===== config.mk =====
export PLATFORM = sky130hd
export DESIGN_NAME = parity_scan_engine
export DESIGN_NICKNAME = d
export VERILOG_FILES = /design/src/rtl/parity_scan_pkg.sv /design/src/rtl/parity_sel_cell.sv /design/src/rtl/parity_scan_engine.sv
export SDC_FILE = /design/constraint.sdc
export NUM_CORES = 1
export LEC_CHECK = 0
export ABC_AREA = 0
export CAP_MARGIN = 20
export CORE_MARGIN = 5
export CORE_UTILIZATION = 45
export DETAILED_ROUTE_END_ITERATION = 8
export GPL_TIMING_DRIVEN = 0
export PLACE_DENSITY_LB_ADDON = 0.2
export SYNTH_ARGS = -nofsm -noshare
export SYNTH_HDL_FRONTEND = slang
export SYNTH_SLANG_ARGS = --single-unit

===== constraint.sdc =====
create_clock -name clk -period 4.98 [get_ports clk]
set_input_delay 0.996 -clock clk [delete_from_list [all_inputs] [get_ports clk]]
set_output_delay 0.996 -clock clk [all_outputs]
set_load 0.05 [all_outputs]

===== src/rtl/parity_scan_pkg.sv =====
`default_nettype none
// ============================================================================
// parity_scan_pkg : shared FSM state type and reference hit function for the
//                   parity-select scanner.
// Revision 1.0
// ============================================================================
package parity_scan_pkg;

  typedef enum logic [1:0] {
    IDLE = 2'd0,
    SCAN = 2'd1,
    DONE = 2'd2
  } state_t;

  // Width-generic hit evaluation: operands arrive sign-extended to 32 bits and
  // the sum is truncated to w bits before its parity is taken.
  function automatic logic sel_hit(input logic signed [31:0] idx,
                                   input logic signed [31:0] sample,
                                   input int unsigned         w);
    logic [31:0] mask;
    logic [31:0] sum;
    logic        p;
    mask = (w >= 32) ? '1 : ((32'd1 << w) - 32'd1);
    sum  = (idx + sample) & mask;
    p    = ^sum;
    return p ? (idx != 0) : (sample != 0);
  endfunction

endpackage
`default_nettype wire


===== src/rtl/parity_sel_cell.sv =====
`default_nettype none
// ============================================================================
// parity_sel_cell : combinational sum / parity / select / nonzero evaluation
//                   for one (idx, sample) pair.
// Revision 1.0
// ============================================================================
module parity_sel_cell #(
  parameter int DATA_W = 6,
  parameter int IDX_W  = 7
) (
  input  logic signed [IDX_W-1:0]  idx,
  input  logic signed [DATA_W-1:0] sample,
  output logic                     hit
);

  localparam int c_w = (IDX_W > DATA_W) ? IDX_W : DATA_W;

  logic signed [c_w-1:0] w_idx_ext;
  logic signed [c_w-1:0] w_sample_ext;
  logic signed [c_w-1:0] w_sum;
  logic signed [c_w-1:0] w_sel;
  logic                  w_parity;

  assign w_idx_ext    = c_w'(idx);
  assign w_sample_ext = c_w'(sample);
  // Carry out of the top bit is dropped on purpose: wrap-around is part of the model.
  assign w_sum        = w_idx_ext + w_sample_ext;
  assign w_parity     = ^w_sum;
  assign w_sel        = w_parity ? w_idx_ext : w_sample_ext;
  assign hit          = |w_sel;

endmodule
`default_nettype wire


===== src/rtl/parity_scan_engine.sv =====
`default_nettype none
// ============================================================================
// parity_scan_engine : scans each accepted sample over SCAN_LEN loop indices,
//                      one per clock, flagging and counting select hits.
// Revision 1.0
// ============================================================================
module parity_scan_engine
  import parity_scan_pkg::*;
#(
  parameter int                DATA_W   = 6,
  parameter int                IDX_W    = 7,
  parameter int                SCAN_LEN = 4,
  parameter int                FLAG_W   = 2,
  parameter logic [FLAG_W-1:0] FLAG_VAL = 2'b01,
  parameter int                CNT_W    = $clog2(SCAN_LEN + 1)
) (
  input  logic                     clk,
  input  logic                     rst_n,
  input  logic                     in_valid,
  output logic                     in_ready,
  input  logic signed [DATA_W-1:0] in_data,
  input  logic                     sticky,
  output logic [FLAG_W-1:0]        y,
  output logic [CNT_W-1:0]         hit_cnt,
  output logic                     done
);

  localparam logic signed [IDX_W-1:0] c_last_idx = IDX_W'(SCAN_LEN - 1);

  state_t                    r_state;
  state_t                    w_state_nxt;
  logic signed [IDX_W-1:0]   r_idx;
  logic signed [DATA_W-1:0]  r_sample;
  logic [CNT_W-1:0]          r_run_cnt;
  logic [FLAG_W-1:0]         r_y;
  logic [CNT_W-1:0]          r_hit_cnt;
  logic                      w_hit;
  logic                      w_last;
  logic                      w_accept;

  parity_sel_cell #(
    .DATA_W (DATA_W),
    .IDX_W  (IDX_W)
  ) u_cell (
    .idx    (r_idx),
    .sample (r_sample),
    .hit    (w_hit)
  );

  assign w_last   = (r_idx == c_last_idx);
  assign w_accept = (r_state == IDLE) && in_valid;

  always_ff @(posedge clk or negedge rst_n) begin
    if (!rst_n) r_state <= IDLE;
    else        r_state <= w_state_nxt;
  end

  always_comb begin
    w_state_nxt = r_state;
    in_ready    = 1'b0;
    done        = 1'b0;
    case (r_state)
      IDLE: begin
        in_ready = 1'b1;
        if (in_valid) w_state_nxt = SCAN;
      end
      SCAN: begin
        if (w_last) w_state_nxt = DONE;
      end
      DONE: begin
        done        = 1'b1;
        w_state_nxt = IDLE;
      end
      default: w_state_nxt = IDLE;
    endcase
  end

  always_ff @(posedge clk or negedge rst_n) begin
    if (!rst_n) begin
      r_idx     <= '0;
      r_sample  <= '0;
      r_run_cnt <= '0;
      r_y       <= '0;
      r_hit_cnt <= '0;
    end else if (w_accept) begin
      r_sample  <= in_data;
      r_idx     <= '0;
      r_run_cnt <= '0;
      if (!sticky) r_y <= '0;
    end else if (r_state == SCAN) begin
      if (w_hit) begin
        r_y <= FLAG_VAL;
        if (r_run_cnt != '1) r_run_cnt <= r_run_cnt + 1'b1;
      end
      // Index stops at the last position; termination never relies on wrap.
      if (!w_last) r_idx <= r_idx + 1'b1;
    end else if (r_state == DONE) begin
      r_hit_cnt <= r_run_cnt;
    end
  end

  assign y       = r_y;
  assign hit_cnt = r_hit_cnt;

endmodule
`default_nettype wire


Word-level counts from Yosys, hierarchy flattened

Cells that the tools add are included.
Widths: inputs -> output; s select.

Add/subtract/negate cells: 3
Equality and inequality tests: 8
Multiplexer cells: 17
Bitwise operators: 2
Reductions and logical operators: 12

Operator list:

| kind                | number |
|---|---|
| $mux 7              | 4 |
| $mux 2              | 6 |
| $mux 3              | 4 |
| $reduce_and 3->1    | 3 |
| $add 7x1->7 const B | 1 |
| $add 7x6->7         | 1 |
| $eq 7x3->1 const B  | 1 |
| $reduce_or 7->1     | 1 |
| $reduce_xor 7->1    | 1 |
| $ne 2x2->1 const B  | 3 |
| $reduce_bool 2->1   | 3 |
| $pmux 2 s2          | 1 |
| $reduce_and 2->1    | 2 |
| $add 3x1->3 const B | 1 |
| $ne 3x3->1 const B  | 1 |
| $eq 2x1->1 const B  | 1 |
| $eq 2x2->1 const B  | 1 |
| $logic_not 2->1     | 1 |
| $mux 1              | 2 |
| $ne 2x1->1 const B  | 1 |
| $not 1->1           | 2 |
| $logic_and 1x1->1   | 1 |

Register bits after elaboration: 23

Longest topological paths before layout

Depth in word-level cells: 7
Gate-level depth with buffers: 9
Depth with buffers taken out: 9

Modules after synthesis

A second synthesis with hierarchy kept.

Cells, all modules: 139
Area, all modules: 1485.2 sq um

By module, submodules not included:

| module             | instances | cells an instance | area each (sq um) |
|---|---|---|---|
| parity_scan_engine | 1         | 89                | 1077.3 |
| parity_sel_cell    | 1         | 50                | 407.9 |

Worst setup path before layout

OpenSTA, ideal clock, no wires.

Path type: flip-flop to flip-flop
Start point: register r_idx[0]
End point: register r_run_cnt[0]
Setup time: 79 ps
Data arrival time: 2629 ps
Required time: 4901 ps
Setup slack: 2271 ps
Stages on the path, launching flop included: 10
Path buffers: 0
Clock period less this slack: 2709 ps
Path through: dfrtp_1 ha_1 inv_1 fa_1 xnor2_1 xnor3_1 xnor2_1 xnor3_1 mux2i_2 mux2i_1

Word-level cells in the longest chain between the ends: 6

RTL lines:

| element                                | RTL line                 | text |
|---|---|---|
| start, declared                        | parity_scan_engine.sv:32 | `logic signed [IDX_W-1:0] r_idx;` |
| start signal, assigned                 | parity_scan_engine.sv:96 | `if (!w_last) r_idx <= r_idx + 1'b1;` |
| $add 7x6->7                            | parity_sel_cell.sv:27    | `assign w_sum = w_idx_ext + w_sample_ext;` |
| $reduce_xor 7->1                       | parity_sel_cell.sv:28    | `assign w_parity = ^w_sum;` |
| $mux 7 (*)                             | parity_sel_cell.sv:29    | `assign w_sel = w_parity ? w_idx_ext : w_sample_ext;` |
| $reduce_or 7->1 (*)                    | parity_sel_cell.sv:30    | `assign hit = \|w_sel;` |
| $reduce_bool 2->1 (no source line) (*) | -                        |  |
| $reduce_and 3->1 (no source line) (*)  | -                        |  |
| end signal, assigned                   | parity_scan_engine.sv:93 | `if (r_run_cnt != '1) r_run_cnt <= r_run_cnt + 1'b1;` |
| end, declared                          | parity_scan_engine.sv:34 | `logic [CNT_W-1:0] r_run_cnt;` |

Mark *: on every way between the ends. The rest lies on a longest branch, timed or not.
A chain may end at the register's enable or synchronous reset.

Worst setup path after layout

Start point: register r_idx[0]
End point: register r_run_cnt[2]

Same word-level chain as after synthesis.

==> flow_metrics.tcl <==
set metrics [dict create \
    cp-end-kind "flip-flop" \
    grt_overflow_total 0 \
    critical-path-top-delay-family "XOR/XNOR gates" \
    path_clk_slew_ns 0.13 \
    rrSetupSlack_ns 1.94 \
    r2r_start "r_idx[0]$_DFFE_PN0P_" \
    tns_ns 0 \
    cts_sinks 22 \
    crit_arrival_ns 3.29 \
    hold_viol 0 \
    vias_per_cell 5.36 \
    postRouteAntennaNets 0 \
    outcome "finished clean" \
    start_util 0.471 \
    drcViolationCount 0 \
    maxCapViolations 0 \
    synth.area.top_cells "dfrtp_1 42%, ha_1 8.7%, nand2_1 6.9%" \
    dieArea_sq_um 4060 \
    synth_top_area_cell "dfrtp_1" \
    synth_ff_type "dfrtp_1" \
    holdCritPathClass "reg2reg" \
    rsz0062_at_grt "false" \
    synthArstFlopShare 1.00 \
    clk_latency_ns 0.31 \
    min_to "hit_cnt[1]$_DFFE_PN0P_" \
    timing.rr.end "r_run_cnt[2]$_DFFE_PN0P_" \
    cp_cell_sequence "ha_1, inv_1, fa_1, xnor2_1, xnor3_1, xnor2_1, xnor3_1, mux2i_2, mux2i_1" \
    regArea_sq_um 551 \
    syn-num-nets 151 \
    num_antenna_cells 0 \
    die_x_um 63.8 \
    timing.slew.headroom 0.666 \
    cts_tree "done" \
    worstPathBufferInverterCount 1 \
    drtIter0Drc 57 \
    max_stage_delay_ns 0.49 \
    grt_max_degree 23 \
    numPortBuffers 15 \
    hold_path_depth 1 \
    yosys_register_bits 22 \
    fin_ws_ns 1.94 \
    fin_util 0.569 \
    wl_met2_mm 1.46 \
    vias 975 \
    setup_violations 0 \
    core_area_sq_um 2760 \
    synth.cell_area_sq_um 1300 \
    multi_input_area_sq_um 712 \
    gp_congestion 0.857 \
    synth_top_cell_area_share 0.423 \
    ioPinCount 17 \
    synthToLayoutAreaGrowth_pct 20.7 \
    fill_cells 254 \
    min_period_ns 3.04 \
    holdBufCountCts 0 \
    fmax_mhz 329 \
    die_h_um 63.8 \
    wl_met1_mm 1.16 \
    cts_setup_buffers 0 \
    synth_cell_types 29 \
    synthCells 131 \
    nets 172 \
    crit_required_ns 5.23 \
    antenna_found_initial 0 \
    wl_mm 2.71 \
    place_hpwl_mm 2.01 \
    grt_pass1_wl_mm 4.79 \
    clock-root-buffer "clkbuf_4" \
    cts_resized 0 \
    r2r_cells 9 \
    wl_met3_um 58 \
    crit_fanout 5 \
    slew_viol_final 0 \
    syn_avg_cell_area_sq_um 9.92 \
    rows 19 \
    cp_slowest_cell "dfrtp_1" \
    preCtsSetupSlack_ns 1.96 \
    skew_ns 0.00335 \
    ys_seq_area_frac 0.423 \
    topRoutingLayerUsed "met4" \
    grt_pass1_vias 1092 \
    drive_gt1_frac 0.0795 \
    critPathLaunchType "flip-flop" \
    crit_type "reg2reg" \
    worstMarginPinSlew_ns 0.499 \
    wire_per_inst_um 14.9 \
    cts-htree-levels 1 \
    yosysWarnings 0 \
    synth_edf_count 0 \
    drt_pre_antenna_iters 4 \
    track_usage 0.146 \
    min_period_over_period 0.611 \
    hold_path.startpoint "hit_cnt[1]$_DFFE_PN0P_" \
    clock_path_buffers 2 \
    cts-buffers-inserted 3 \
]
-- synthesized netlist by cell type (2+ instances only) --
cell type   n
nand2_1    24
o21ai_0     6
nand2b_1    4
xnor2_1     7
clkbuf_1    2
xnor3_1     2
mux2i_1     7
a21oi_1     5
nor2_1     12
a211oi_1    2
ha_1        9
dfrtp_1    22
xor2_1      4
mux2_2      3
nand3_1     3
inv_1       6
-- cell usage in the layout (no fill, tap or decap), types with 2 or more instances in the layout --
cell type,count
nand2_1,24
dfrtp_1,22
clkdlybuf4s50_1,15
nor2_1,12
ha_1,9
xnor2_1,7
mux2i_1,7
inv_1,6
o21ai_0,6
a21oi_1,5
nand2b_1,4
xor2_1,4
mux2_2,3
nand3_1,3
clkbuf_4,3
clkbuf_1,2
xnor3_1,2
a211oi_1,2
-- flip-flops by register name, indices dropped and copies added, names as in the netlist --
| register | flops |
|---|---|
| hit_cnt | 3 |
| r_sample | 6 |
| r_state | 2 |
| y | 1 |
| r_run_cnt | 3 |
| r_idx | 7 |
-- how the worst max path moves through the flow --
stage,start,slack [ns],endpoint,cells past startpoint
6_report,r_idx[0]$_DFFE_PN0P_,1.94,r_run_cnt[2]$_DFFE_PN0P_,9
5_1_grt,r_idx[0]$_DFFE_PN0P_,1.74,r_run_cnt[2]$_DFFE_PN0P_,9
4_1_cts,r_idx[0]$_DFFE_PN0P_,1.92,r_run_cnt[2]$_DFFE_PN0P_,9
3_5_place_dp,r_idx[0]$_DFFE_PN0P_,1.96,r_run_cnt[2]$_DFFE_PN0P_,9
3_3_place_gp,r_idx[0]$_DFFE_PN0P_,2.04,r_run_cnt[1]$_DFFE_PN0P_,9
2_1_floorplan,r_idx[0]$_DFFE_PN0P_,2.27,r_run_cnt[0]$_DFFE_PN0P_,9
-- stage by stage --
step,hold WS (ns),cells,instance area [sq um]
finish,0.517,182,1570
global route,0.556,182,1570
CTS,0.522,181,1540
detailed placement,0.491,177,1490
global placement,0.489,177,1490
floorplan,0.470,131,1300
-- layout make-up --
cell class | count | share of cell area
multi-input combinational | 100 | 0.454
sequential | 22 | 0.351
timing repair buffer | 16 | 0.113
tap | 31 | 0.0247
clock inverter | 1 | 0.0191
clock buffer | 3 | 0.0144
inverter | 6 | 0.0144
buffer | 3 | 0.00957
-- routing by layer --
metal / track usage / vias up
li1: - / 474
met1: 0.178 / 478
met4: 0.0571 / 0
met5: 0 / -
met3: 0.0193 / 4
met2: 0.260 / 19
-- worst reg2reg max path, cell delays in order, from the launching register on --
cell	delay [ns]
dfrtp_1	0.49
ha_1	0.21
inv_1	0.05
fa_1	0.41
xnor2_1	0.16
xnor3_1	0.42
xnor2_1	0.17
xnor3_1	0.48
mux2i_2	0.35
mux2i_1	0.24
-- cell families after synthesis --
group           count (synthesis)  synth area share
compound gates                 14            0.0597
xor+xnor                       14             0.121
fa+ha+maj                      10             0.102
buf+inv                         9            0.0289
flops                          22             0.423
mux                            11            0.0905
other cells                     1           0.00288
simple gates                   50             0.171
Power is not shown: default switching activity piles up to over one toggle a cycle in this logic, so the estimate is an artifact.
